File: src/rtl/wb_port_arbiter.sv
// Round-robin arbiter for the shared register-file write port.
// Four writeback sources compete; the grant, mux select and write address are registered.
module wb_port_arbiter #(
  parameter int ADDR_W = 5,
  parameter int CNT_W  = 16
) (
  input  logic                Clk,
  input  logic                Reset,
  input  logic [3:0]          req_i,
  input  logic [4*ADDR_W-1:0] addr_i,
  input  logic                freeze_i,
  output logic [1:0]          sel_o,
  output logic [3:0]          ack_o,
  output logic                wr_en_o,
  output logic [ADDR_W-1:0]   wr_addr_o,
  output logic                conflict_o,
  output logic [CNT_W-1:0]    conf_cnt_o
);

  function automatic logic [CNT_W-1:0] sat_inc(input logic [CNT_W-1:0] v);
    return (&v) ? v : v + 1'b1;
  endfunction

  logic [1:0]        rr_ptr;
  logic [3:0]        elig_p0;
  logic [1:0]        win_p0;
  logic              hit_p0;
  logic              multi_p0;
  logic [ADDR_W-1:0] win_addr_p0;

  // Stage p0: arbitration; the requester in its ack cycle is masked out
  always_comb begin
    logic [1:0] idx;
    elig_p0  = req_i & ~ack_o;
    win_p0   = rr_ptr;
    hit_p0   = 1'b0;
    idx      = rr_ptr;
    for (int k = 0; k < 4; k++) begin
      idx = rr_ptr + 2'(k);
      if (!hit_p0 && elig_p0[idx]) begin
        win_p0 = idx;
        hit_p0 = 1'b1;
      end
    end
    multi_p0    = ($countones(elig_p0) >= 2);
    win_addr_p0 = addr_i[win_p0*ADDR_W +: ADDR_W];
  end

  // Stage p1: registered grant / write cycle
  always_ff @(posedge Clk) begin
    if (Reset) begin
      sel_o      <= '0;
      ack_o      <= '0;
      wr_en_o    <= 1'b0;
      wr_addr_o  <= '0;
      conflict_o <= 1'b0;
      conf_cnt_o <= '0;
      rr_ptr     <= '0;
    end else begin
      if (hit_p0 && !freeze_i) begin
        sel_o     <= win_p0;
        ack_o     <= 4'b0001 << win_p0;
        wr_addr_o <= win_addr_p0;
        wr_en_o   <= (win_addr_p0 != '0);
        rr_ptr    <= win_p0 + 2'd1;
      end else begin
        ack_o   <= '0;
        wr_en_o <= 1'b0;
      end
      conflict_o <= multi_p0 && !freeze_i;
      if (multi_p0 && !freeze_i)
        conf_cnt_o <= sat_inc(conf_cnt_o);
    end
  end

endmodule

File: config.mk
export PLATFORM = sky130hd
export DESIGN_NAME = wb_port_arbiter
export DESIGN_NICKNAME = d
export VERILOG_FILES = /design/src/rtl/wb_port_arbiter.sv
export SDC_FILE = /design/constraint.sdc
export NUM_CORES = 1
export LEC_CHECK = 0
export ABC_CLOCK_PERIOD_IN_PS = 4500
export CORE_AREA = 2 2 61 63
export CTS_CLUSTER_DIAMETER = 200
export DETAILED_ROUTE_END_ITERATION = 16
export DIE_AREA = 0 0 63 65
export GPL_ROUTABILITY_DRIVEN = 1
export HOLD_SLACK_MARGIN = 0.08
export PLACE_DENSITY = 0.8
export SLEW_MARGIN = 15
export SYNTH_ARGS = -nofsm -noshare
export SYNTH_HDL_FRONTEND = slang
export SYNTH_SLANG_ARGS = --single-unit
export TNS_END_PERCENT = 1
File: constraint.sdc
create_clock -name Clk -period 4.5 [get_ports Clk]
set_clock_uncertainty 0.1 [all_clocks]
set_input_delay 0.9 -clock Clk [delete_from_list [all_inputs] [get_ports Clk]]
set_output_delay 0.9 -clock Clk [all_outputs]
set_load 0.01 [all_outputs]
==> results of run 1 <==
-- cells by family after synthesis --
| family | synth area share, % |
|---|---|
| multiplexers | 13.2 |
| buffers and inverters | 4.94 |
| adder cells (fa/ha/maj) | 2.11 |
| AO/OA/AOI/OAI | 8.58 |
| AND/OR/NAND/NOR | 23.1 |
| XOR/XNOR | 7.94 |
| flip-flops | 40.2 |
-- per-layer routing --
| metal | global-route usage [%] | wire length (um) | part of all wire (%) | up-vias |
|---|---|---|---|---|
| met5 | 0 | 0 | 0 | - |
| met4 | 6.39 | 37 | 1.1 | 0 |
| met3 | 6.08 | 137 | 4.1 | 4 |
| met2 | 28.2 | 1640 | 49 | 34 |
| met1 | 21.3 | 1500 | 45 | 617 |
| li1 | - | - | - | 673 |
-- power by group through the flow --
stage          registers [mW]  clock network [mW]  logic, mW
4_1_cts                 0.302               0.187      0.159
3_3_place_gp            0.307                   0      0.157
6_report                0.301               0.182      0.156
3_5_place_dp            0.308                   0      0.158
2_1_floorplan           0.313                   0     0.0958
5_1_grt                 0.304               0.203      0.171
-- final cells by class --
class                           instances  share of cell area (%)
Tap cell                               48                    2.76
Multi-Input combinational cell        118                    39.0
Timing Repair Buffer                   56                    25.7
Sequential cell                        31                    28.5
Inverter                                5                   0.863
Clock buffer                            8                    3.16
-- synth_stat cells, types with 2 or more instances --
cell	n
xnor2_1	5
nor2_1	33
o211ai_2	2
a211oi_1	2
inv_1	5
clkbuf_1	2
xor2_1	9
nor3_1	6
o21ai_0	3
a21oi_1	2
mux4_2	2
dfxtp_1	31
nand4_1	2
nand2_1	7
mux4_1	3
nand2b_1	2
o21ai_1	2
mux2i_1	8
buf_4	2
nand3_1	10
nor2b_4	2
-- sequential cells by signal, indices dropped and copies added, names as in the netlist --
| register | count |
|---|---|
| conf_cnt_o | 16 |
| wr_addr_o | 5 |
| ack_o | 4 |
| rr_ptr | 2 |
| sel_o | 2 |
| conflict_o | 1 |
| wr_en_o | 1 |
-- cells in the final DEF, fill, tap and decap left out, types with 2 or more instances in the layout --
cell,synthesis,final
o21ai_0,3,3
mux4_1,3,3
inv_1,5,5
nand3_1,10,10
clkbuf_8,0,2
nor2_1,33,33
a21oi_1,2,2
mux2i_1,8,8
clkbuf_4,0,5
o211ai_2,2,2
dfxtp_1,31,31
nor3_1,6,6
o21ai_1,2,2
xnor2_1,5,5
clkdlybuf4s50_1,0,55
nor2b_4,2,2
xor2_1,9,9
a211oi_1,2,2
mux4_2,2,2
nand2_1,7,7
nand2b_1,2,2
nand4_1,2,2
-- worst max-delay path by stage --
stage	endpoint	slack, ns	cells past startpoint
after global placement	wr_en_o$_SDFF_PP0_	0.77	7
after CTS	wr_en_o$_SDFF_PP0_	1.05	7
after global routing	conf_cnt_o[15]$_SDFFE_PP0P_	0.88	11
after floorplan	wr_en_o$_SDFF_PP0_	1.59	8
final	wr_en_o$_SDFF_PP0_	1.06	7
after detailed placement	wr_en_o$_SDFF_PP0_	0.70	7
-- worst max-delay path: stages --
cell	delay [ns]
clkdlybuf4s50_1	0.45
nor2b_4	0.23
nor3_1	0.09
o211ai_2	0.50
mux4_1	0.65
or4_1	0.55
o21a_1	0.19
==> qor.txt, run 1 <==
Critical path required time: 4.62 ns
Remaining DRCs: 0
Crit Path Max Fanout: 11
DRT iter0 DRCs: 59
Relative slew slack: 37.0%
DIE WIDTH: 63 um
Fin. max-slew vios: 0
Worst setup margin: 1.06 ns
CTS resizes: 0
Syn_area_per_cell: 9.60 um^2
P_leak: 0.815 nW
Reg2reg start: ack_o[3]$_SDFF_PP0_
CTS tree: done
Switch Pwr: 0.169 mW
Starting density of the core: 44.2%
Max_cap viols: 0
Cell accounting for the most synthesized area: dfxtp_1
Worst Setup Start Kind: primary input
Avg Vias per Cell: 4.99
R2r setup slk: 1.77 ns
Final Core Density: 62.2%
Final setup violating endpoints: 0
Share of cells above drive strength 1: 9.17%
I/O Buffers: 55
Outcome: finished, final reports clean
Multi-input gate area: 848 um^2
Final std cells w/o fill: 266
Post-CTS Hold Fix Bufs: 0
# placed instances: 258
Syn_nets: 190
Maximum vdd ir drop: 0.177 mV
Rows: 22
Clk buf depth: 2
CTS Root Cell: clkbuf_4
Gr usage total: 17.4%
Async SR Flop Fraction: 0%
Synth top area cells: dfxtp_1 40%, nor2_1 8.0%, mux2i_1 5.2%, mux4_1 5.1%, xor2_1 5.1%
Hold Path Class: reg -> reg
Clk Latency, worst-skew pair: 0.32 ns
WL final: 3310 um
Routed len/inst: 12.5 um
First-pass GRT wire length: 5510 um
Net Sw Frac: 26.4%
Power, Total: 0.640 mW
Combinational Power Share: 24.4%
Post-synth EDFFs: 0
Top-area cell type share of the netlist area: 40.2%
RD Place Congestion: 0.816
CTS H-Tree Depth: 2
DP Area: 2110 um^2
Final min period: 3.44 ns
F_max: 291 MHz
Period utilisation layout: 76.5%
Actual slew at the worst max-slew pin: 0.941 ns
Core footprint: 3500 um^2
Fillers: 314
Clk slew on worst S/H paths: 0.09 ns
Final Net Count: 246
Hold path cells: 2
Routed Antenna Nets: 0
Largest net degree at the start of global routing: 28
Setup TNS: 0 ns
HPWL after DPL: 2430 um
Flop pwr share: 47.1%
Crit Path Category: in -> reg
CP startpoint: req_i[3]
Library cells used by synthesis: 42
Clock sinks: 31
Initial antenna violation count: 0
Setup Slack @ Placement: 0.703 ns
RSZ-0062 raised after global routing: no
First-pass iteration count of the detailed router: 4
Cell Pwr Density: 294 nW/um^2
Post-layout instance area: 2170 um^2
Post-CTS repair timing setup buffer count: 0
Register area: 621 um^2
# IOs: 56
FF+latch count, synth: 31
Hold Startpoint: sel_o[1]$_SDFFE_PP0N_
Smallest hold slack: 0.409 ns
Routed via count: 1328
Post-synthesis instance area: 1550 um^2
Yosys warning count: 0
Syn Inst Count: 161
Vias in the first global route: 1206
Die Span Y: 65 um
Reg2reg end: wr_en_o$_SDFF_PP0_
Data arrival, critical path: 3.56 ns
Hold Vio Cnt, Final: 0
Crit path capture type: register
Ant diodes: 0
Hold endpoint: sel_o[1]$_SDFFE_PP0N_
Remaining global-route overflow: 0
Area growth, synth to finish: 40.7%
Sequential cell area fraction in the yosys report: 40.2%
Cts bufs inserted: 5
Int Pwr: 0.471 mW
Die area: 4100 um^2
FF-to-FF path depth: 6
Top FF cell, synth: dfxtp_1
Clk pwr share: 28.4%
Power figures use the tool's default switching activity.
==> run 2, diff against run 1 <==
--- a/config.mk
+++ b/config.mk
@@ -5,14 +5,14 @@
 export SDC_FILE = /design/constraint.sdc
 export NUM_CORES = 1
 export LEC_CHECK = 0
-export ABC_CLOCK_PERIOD_IN_PS = 4500
-export CORE_AREA = 2 2 61 63
+export ABC_CLOCK_PERIOD_IN_PS = 2910
+export CORE_AREA = 2 2 66 68
 export CTS_CLUSTER_DIAMETER = 200
 export DETAILED_ROUTE_END_ITERATION = 16
-export DIE_AREA = 0 0 63 65
+export DIE_AREA = 0 0 68 70
 export GPL_ROUTABILITY_DRIVEN = 1
 export HOLD_SLACK_MARGIN = 0.08
-export PLACE_DENSITY = 0.8
+export PLACE_DENSITY = 0.72
 export SLEW_MARGIN = 15
 export SYNTH_ARGS = -nofsm -noshare
 export SYNTH_HDL_FRONTEND = slang
==> constraint.sdc (replaced) <==
create_clock -name Clk -period 2.91 [get_ports Clk]
set_clock_uncertainty 0.1 [all_clocks]
set_input_delay 0.582 -clock Clk [delete_from_list [all_inputs] [get_ports Clk]]
set_output_delay 0.582 -clock Clk [all_outputs]
set_load 0.01 [all_outputs]
==> qor.txt, run 2 (same netlist as run 1, synthesis figures left out) <==
Largest register FFs: 16
Clock sinks: 31
Net Sw Frac: 26.5%
First-pass iteration count of the detailed router: 4
Crit path max-delay family: buffers and inverters
Outcome: finished, final reports clean
DP Area: 2220 um^2
Final min period: 2.82 ns
Post-CTS Hold Fix Bufs: 0
Crit Path Max Fanout: 4
CP dominant cell by count: buf_4
CTS H-Tree Depth: 2
HPWL after DPL: 2570 um
Combinational Power Share: 29.0%
Routed len/inst: 12.2 um
Critical path required time: 2.98 ns
Largest net degree at the start of global routing: 27
Crit Path Category: in -> reg
Max_cap viols: 0
Gr usage total: 15.8%
Final Net Count: 269
Relative slew slack: 38.5%
Avg Vias per Cell: 4.77
WP buf/inv: 4
Flop pwr share: 41.1%
Worst setup margin: 0.0873 ns
Fin. max-slew vios: 0
CTS Root Cell: clkbuf_8
Clk Latency, worst-skew pair: 0.27 ns
CTS tree: done
Routed via count: 1393
Critical path cell sequence: clkdlybuf4s50_1, nand2b_1, buf_4, o211ai_2, o211ai_4, buf_4, buf_6, mux4_2, or4_4, o21a_1
Remaining global-route overflow: 0
Most frequent cells in the layout: 53 x clkdlybuf4s50_1, 33 x nor2_1, 31 x dfxtp_1
CP max stage delay: 0.49 ns
First-pass GRT wire length: 5860 um
Hold Vio Cnt, Final: 0
Remaining DRCs: 0
F_max: 354 MHz
Clk buf depth: 2
Clk slew on worst S/H paths: 0.06 ns
Die Span Y: 70 um
Setup Slack @ Placement: -0.309 ns
Cts bufs inserted: 5
Worst Setup Start Kind: primary input
Clk pwr share: 29.9%
Ant diodes: 0
Die area: 4760 um^2
Core footprint: 4140 um^2
Rows: 24
Biggest regs: conf_cnt_o (16), wr_addr_o (5), ack_o (4)
Maximum vdd ir drop: 0.340 mV
Share of cells above drive strength 1: 22.1%
DRT iter0 DRCs: 49
Post-layout instance area: 2410 um^2
Data arrival, critical path: 2.89 ns
Commonest non-fill, non-tap cell in the layout: clkdlybuf4s50_1
# IOs: 56
Hold Path Class: reg -> reg
Int Pwr: 0.836 mW
Area growth, synth to finish: 56.0%
RSZ-0062 raised after global routing: no
Initial antenna violation count: 0
Cell Pwr Density: 472 nW/um^2
Actual slew at the worst max-slew pin: 0.919 ns
Vias in the first global route: 1340
P_leak: 0.947 nW
Final setup violating endpoints: 0
Routed Antenna Nets: 0
WL final: 3550 um
Crit path capture type: register
RD Place Congestion: 0.850
Switch Pwr: 0.301 mW
DIE WIDTH: 68 um
Starting density of the core: 37.3%
I/O Buffers: 55
Period utilisation layout: 97.0%
Slowest CP cell: mux4_2
Largest Register: conf_cnt_o
-- run 2: worst min-delay path, cell delays in order, from the launching register on --
cell     delay, ns
dfxtp_1       0.33
mux2i_1       0.07
nor2_1        0.07
-- run 2: stage by stage --
stage / total power, mW / TNS (ns) / cells / util (%) / hold slack [ns]
after floorplan: 0.631 / 0 / 161 / - / 0.413
after global placement: 0.747 / -0.833 / 277 / 53.7 / 0.391
after detailed placement: 0.751 / -1.10 / 277 / 53.7 / 0.385
after CTS: 1.11 / 0 / 288 / 56.4 / 0.410
after global routing: 1.19 / 0 / 292 / 58.2 / 0.440
final: 1.14 / 0 / 292 / 58.2 / 0.408
-- run 2: path summary, 6_finish.rpt --
| kind | from | end | slack, ns | cells past startpoint |
|---|---|---|---|---|
| max | req_i[1] | wr_en_o$_SDFF_PP0_ | 0.09 | 10 |
| min | wr_addr_o[2]$_SDFFE_PP0N_ | wr_addr_o[2]$_SDFFE_PP0N_ | 0.41 | 2 |
| max reg2reg | ack_o[2]$_SDFF_PP0_ | wr_en_o$_SDFF_PP0_ | 0.35 | 9 |
| min reg2reg | wr_addr_o[2]$_SDFFE_PP0N_ | wr_addr_o[2]$_SDFFE_PP0N_ | 0.41 | 2 |
-- run 2: power by group through the flow --
stage / clock network, mW / registers, mW / logic [mW]
2_1_floorplan: 0 / 0.483 / 0.148
5_1_grt: 0.362 / 0.470 / 0.355
3_5_place_dp: 0 / 0.476 / 0.275
6_report: 0.340 / 0.468 / 0.330
4_1_cts: 0.347 / 0.467 / 0.294
3_3_place_gp: 0 / 0.476 / 0.271
-- run 2: cell type report --
type | instances | area, um^2
Fill cell | 353 | 1730
Multi-Input combinational cell | 118 | 878
Timing Repair Buffer | 79 | 739
Sequential cell | 31 | 621
Clock buffer | 6 | 82.6
Tap cell | 52 | 65.1
Inverter | 5 | 18.8
Clock inverter | 1 | 5.00
-- run 2: repair_timing --
action	CTS	global route
setup endpoints to repair	1	7
pin swaps	3	6
setup buffers	4	4
resized for setup	3	13
-- run 2: per-layer routing --
layer	global-route usage, %	wire length (um)
met5	0	0
met4	5.11	38
met3	4.51	155
met2	24.1	1670
met1	21.4	1700
